===== src/rtl/controller.sv =====
// controller: main decoder of the single-cycle MIPS CPU.
// Decodes opcode/function into ALU op, operand selects, register write, memory
// strobes and jal/syscall flags; all outputs are registered on clk (1-cycle latency).
// Ports: clk, rst_n (async active-low) | func[5:0], operator[5:0] in |
//        aluop[3:0], ext_16, ext_s, ext_5, regwrite, lw, jal, syscall, sw out.
module controller (
    input  logic       clk,
    input  logic       rst_n,
    input  logic [5:0] func,
    input  logic [5:0] operator,
    output logic [3:0] aluop,
    output logic       ext_16,
    output logic       ext_s,
    output logic       ext_5,
    output logic       regwrite,
    output logic       lw,
    output logic       jal,
    output logic       syscall,
    output logic       sw
);
    logic [3:0] w_aluop;
    logic       w_ext_16, w_ext_s, w_ext_5, w_regwrite, w_lw, w_jal, w_syscall, w_sw;
    logic [3:0] r_aluop;
    logic       r_ext_16, r_ext_s, r_ext_5, r_regwrite, r_lw, r_jal, r_syscall, r_sw;

    always_comb begin
        w_aluop    = 4'd0;
        w_ext_16   = 1'b0;
        w_ext_s    = 1'b0;
        w_ext_5    = 1'b0;
        w_regwrite = 1'b0;
        w_lw       = 1'b0;
        w_jal      = 1'b0;
        w_syscall  = 1'b0;
        w_sw       = 1'b0;
        case (operator)
            6'h00: begin
                // func is only meaningful for R-type; unknown func leaves everything 0
                case (func)
                    6'h00: begin w_aluop = 4'd0;  w_ext_5 = 1'b1; w_regwrite = 1'b1; end
                    6'h03: begin w_aluop = 4'd1;  w_ext_5 = 1'b1; w_regwrite = 1'b1; end
                    6'h02: begin w_aluop = 4'd2;  w_ext_5 = 1'b1; w_regwrite = 1'b1; end
                    6'h20,
                    6'h21: begin w_aluop = 4'd5;  w_regwrite = 1'b1; end
                    6'h22: begin w_aluop = 4'd6;  w_regwrite = 1'b1; end
                    6'h24: begin w_aluop = 4'd7;  w_regwrite = 1'b1; end
                    6'h25: begin w_aluop = 4'd8;  w_regwrite = 1'b1; end
                    6'h27: begin w_aluop = 4'd10; w_regwrite = 1'b1; end
                    6'h2A: begin w_aluop = 4'd11; w_regwrite = 1'b1; end
                    6'h2B: begin w_aluop = 4'd12; w_regwrite = 1'b1; end
                    6'h0C: w_syscall = 1'b1;
                    default: ;
                endcase
            end
            6'h08,
            6'h09: begin w_aluop = 4'd5;  w_ext_16 = 1'b1; w_ext_s = 1'b1; w_regwrite = 1'b1; end
            6'h0A: begin w_aluop = 4'd11; w_ext_16 = 1'b1; w_ext_s = 1'b1; w_regwrite = 1'b1; end
            6'h0C: begin w_aluop = 4'd7;  w_ext_16 = 1'b1; w_regwrite = 1'b1; end
            6'h0D: begin w_aluop = 4'd8;  w_ext_16 = 1'b1; w_regwrite = 1'b1; end
            6'h23: begin w_aluop = 4'd5;  w_ext_16 = 1'b1; w_ext_s = 1'b1; w_regwrite = 1'b1; w_lw = 1'b1; end
            6'h2B: begin w_aluop = 4'd5;  w_ext_16 = 1'b1; w_ext_s = 1'b1; w_sw = 1'b1; end
            6'h04,
            6'h05: w_aluop = 4'd6;
            6'h03: begin w_jal = 1'b1; w_regwrite = 1'b1; end
            default: ;
        endcase
    end

    always_ff @(posedge clk or negedge rst_n) begin
        if (!rst_n) begin
            r_aluop    <= 4'd0;
            r_ext_16   <= 1'b0;
            r_ext_s    <= 1'b0;
            r_ext_5    <= 1'b0;
            r_regwrite <= 1'b0;
            r_lw       <= 1'b0;
            r_jal      <= 1'b0;
            r_syscall  <= 1'b0;
            r_sw       <= 1'b0;
        end else begin
            r_aluop    <= w_aluop;
            r_ext_16   <= w_ext_16;
            r_ext_s    <= w_ext_s;
            r_ext_5    <= w_ext_5;
            r_regwrite <= w_regwrite;
            r_lw       <= w_lw;
            r_jal      <= w_jal;
            r_syscall  <= w_syscall;
            r_sw       <= w_sw;
        end
    end

    assign aluop    = r_aluop;
    assign ext_16   = r_ext_16;
    assign ext_s    = r_ext_s;
    assign ext_5    = r_ext_5;
    assign regwrite = r_regwrite;
    assign lw       = r_lw;
    assign jal      = r_jal;
    assign syscall  = r_syscall;
    assign sw       = r_sw;
endmodule


===== config.mk =====
export PLATFORM = sky130hd
export DESIGN_NAME = controller
export DESIGN_NICKNAME = d
export VERILOG_FILES = /design/src/rtl/controller.sv
export SDC_FILE = /design/constraint.sdc
export NUM_CORES = 1
export LEC_CHECK = 0
export CORE_MARGIN = 1
export CORE_UTILIZATION = 40
export DETAILED_ROUTE_END_ITERATION = 8
export PLACE_DENSITY = 0.81
export SLEW_MARGIN = 20
export SYNTH_ARGS = -nofsm -noshare
export SYNTH_HDL_FRONTEND = slang
export SYNTH_SLANG_ARGS = --single-unit

===== constraint.sdc =====
create_clock -name clk -period 0.8 [get_ports clk]
set_input_delay 0.08 -clock clk [delete_from_list [all_inputs] [get_ports clk]]
set_output_delay 0.08 -clock clk [all_outputs]
set_load 0.05 [all_outputs]

==> qor.csv <==
stage,metric,value,unit
run_status,status,finished with violations,
run_status,violations,setup timing,
clock_tree,clk_pin_slew,0.07,ns
power,switching_power,0.0004739,W
synthesis,synthesis.nets,100,
die,start_util,43.26,%
power,intPower,0.001138,W
critical_path,cp.required,0.98,ns
synthesis,ys_types,34,
sta,finalHoldViolCount,0,
sta,worst_pin_slew,0.3545,ns
critical_path,endpoint,ext_5,
drt,via_per_inst,5.720,
drt,drt_first_pass_iters,5,
power,swShare,29.40,%
clock_tree,hold_buffers,0,
sta,worst_slack,-0.2954,ns
sta,slew_headroom,76.11,%
sta,max_freq,0.9129,GHz
die,core-area,1764,um2
synthesis,ys_ff_latch,12,
clock_tree,cts.path.max_buffers,2,
die,num_rows,15,
critical_path,max_stage_delay,0.54,ns
grt,grt_overflow_total,0,
final_layout,drive_above_1_share,49.24,%
final_layout,final_cell_mix,"23 x buf_4, 12 x dfrtp_1, 12 x buf_12, 8 x nand2_1, 6 x nor2_1",
critical_path,startpoint,operator[5],
power,peakVddDrop,0.0006417,V
critical_path,cp_top_family,simple AND/OR/NAND/NOR gates,
synthesis,ys.flop_type,dfrtp_1,
grt,grt_max_degree,13,
placed_design,globalplace.congestion,0.8517,
grt,grt_usage,24.71,%
clock_tree,h-tree-depth,1,
die,ios,26,
critical_path,endpoint_kind,flip-flop,
power,pwr_density_cell,1139,nW/um2
critical_path,path_cells,buf_6 > or4_4 > nor4_4 > nand2_2 > a2111oi_4,
drt,wl_per_cell,14.93,um
synthesis,syn_area,763.2,um2
critical_path,cp_slowest_cell,or4_4,
clock_tree,cts_tree,done,
synthesis,synth_edf_count,0,
grt,grt_pass1_vias,822,
sta,setup_viol,19,
critical_path,arrival,1.27,ns
clock_tree,cts_sinks,12,
grt,antenna_found_initial,0,
grt,grt_pass1_wl,3567,um
final_layout,syn_to_final_growth,85.41,%
die,design.die.area,2087,um2
drt,drt_iter0_markers,17,
final_layout,diodes,0,
drt,drcViolationCount,0,
sta,hold_slack,0.1054,ns
drt,ant_nets,0,
final_layout,mostFrequentLayoutCell,buf_4,
sta,report.final.slew_viol_count,0,
power,cellLeakagePower,0.6188,nW
critical_path,start_kind,input pin,
sta,period_share,136.9,%
clock_tree,cts_buffers,3,
synthesis,yosys_warnings,0,
clock_tree,root_buffer,clkbuf_4,
power,clkPwrFrac,29.8,%
placed_design,placed_cells_incl_taps,150,
job,drv_cap,0,
final_layout,nNetsFinal,147,
placed_design,portBuffers,25,
die,die-height,45.68,um
drt,via_count,898,
synthesis,async_flop_share,100.0,%
hold_path,hold_path_class,in2async,
final_layout,instances_no_fill,157,
critical_path,critPathKind,in2reg,
critical_path,cp_num_buf_inv,1,
synthesis,syn_inst,86,
sta,min_period,1.095,ns
sta,rsz0062_at_grt,true,
power,combPwrFrac,30.9,%
critical_path,cp_max_fo,3,
drt,finalWirelength,2344,um
power,seqPwrFrac,39.3,%
die,die_w,45.68,um
synthesis,ys_seq_area_share,39.34,%
placed_design,dpl.hpwl,1788,um
synthesis,avgSynthCellArea,8.875,um2
critical_path,cp_num_cells,5,
cell usage after synthesis, drive strengths merged (2+ instances only):
library cell  count  share of area (%)
inv               5                2.5
nor2              6                3.0
a21oi             5                3.3
o21ai             7                4.6
a32o              2                2.6
clkbuf            8                4.1
nor3b             2                2.0
nand3             3                2.0
dfrtp            12                 39
o41ai             2                2.3
nand2             9                4.8
nor2b             3                2.5
nor4              3                5.2
o22ai             3                2.5
registers in the layout, summed over array words and instances (netlist names):
name,flops
lw,1
ext_5,1
jal,1
sw,1
ext_s,1
regwrite,1
ext_16,1
aluop,4
syscall,1
power by group through the flow:
| stage | combinational [W] | clock [W] | sequential (W) |
|---|---|---|---|
| 6_report | 0.000498 | 0.000480 | 0.000634 |
| 2_1_floorplan | 0.000172 | 0 | 0.000690 |
| 3_5_place_dp | 0.000476 | 0 | 0.000646 |
| 4_1_cts | 0.000485 | 0.000493 | 0.000633 |
| 3_3_place_gp | 0.000456 | 0 | 0.000645 |
| 5_1_grt | 0.000530 | 0.000523 | 0.000635 |
worst min path at each step:
| stage | startpoint | to | cells past startpoint |
|---|---|---|---|
| finish | rst_n | ext_5 | 2 |
| global route | rst_n | ext_16 | 2 |
| CTS | rst_n | aluop[2] | 2 |
| detailed placement | rst_n | ext_16 | 2 |
| global placement | rst_n | ext_5 | 2 |
| floorplan | rst_n | aluop[0] | 0 |
routing by layer:
layer	vias to the layer above	GRT usage (%)	routed length, um
li1	406	-	-
met1	428	27.48	843
met2	51	42.57	1280
met3	13	3.968	128
met4	0	16.97	91
met5	-	0	0
cell type report:
cell class / count / area (um2)
Timing Repair Buffer: 51 / 556.8
Tap cell: 25 / 31.28
Clock buffer: 4 / 36.28
Inverter: 5 / 18.77
Multi-Input combinational cell: 60 / 471.7
Fill cell: 120 / 349.1
Sequential cell: 12 / 300.3
per-stage QoR:
step	setup slack, ns	cell area [um2]	util, %	power [W]	setup TNS (ns)
finish	-0.2954	1415	80.21	0.001612	-3.248
global route	-0.3412	1415	80.21	0.001687	-3.825
CTS	-0.4344	1395	79.08	0.001611	-3.834
detailed placement	-0.9685	1306	74.04	0.001121	-9.268
global placement	-0.9178	1306	74.04	0.001101	-8.522
floorplan	-0.5703	785.8	-	0.0008622	-3.190
logic make-up (layout without fill, tap and decap cells):
logic type               Yosys count  after routing  synth area share (%)
AND/OR/NAND/NOR                   30             30                 23.94
AO/OA/AOI/OAI                     27             27                 24.76
buffers and inverters             14             60                 8.033
flip-flops                        12             12                 39.34
adder cells (fa/ha/maj)            1              1                 1.312
XOR/XNOR                           1              1                 1.148
multiplexers                       1              1                 1.475
what timing repair did:
item	4_1_cts	5_1_grt
buffers inserted	2	0
endpoints found under the hold margin	0	0
gates resized for setup	37	7
cloned	0	1
pin swaps	5	6
setup endpoints to repair	24	20
Power figures use the tool's default switching activity.
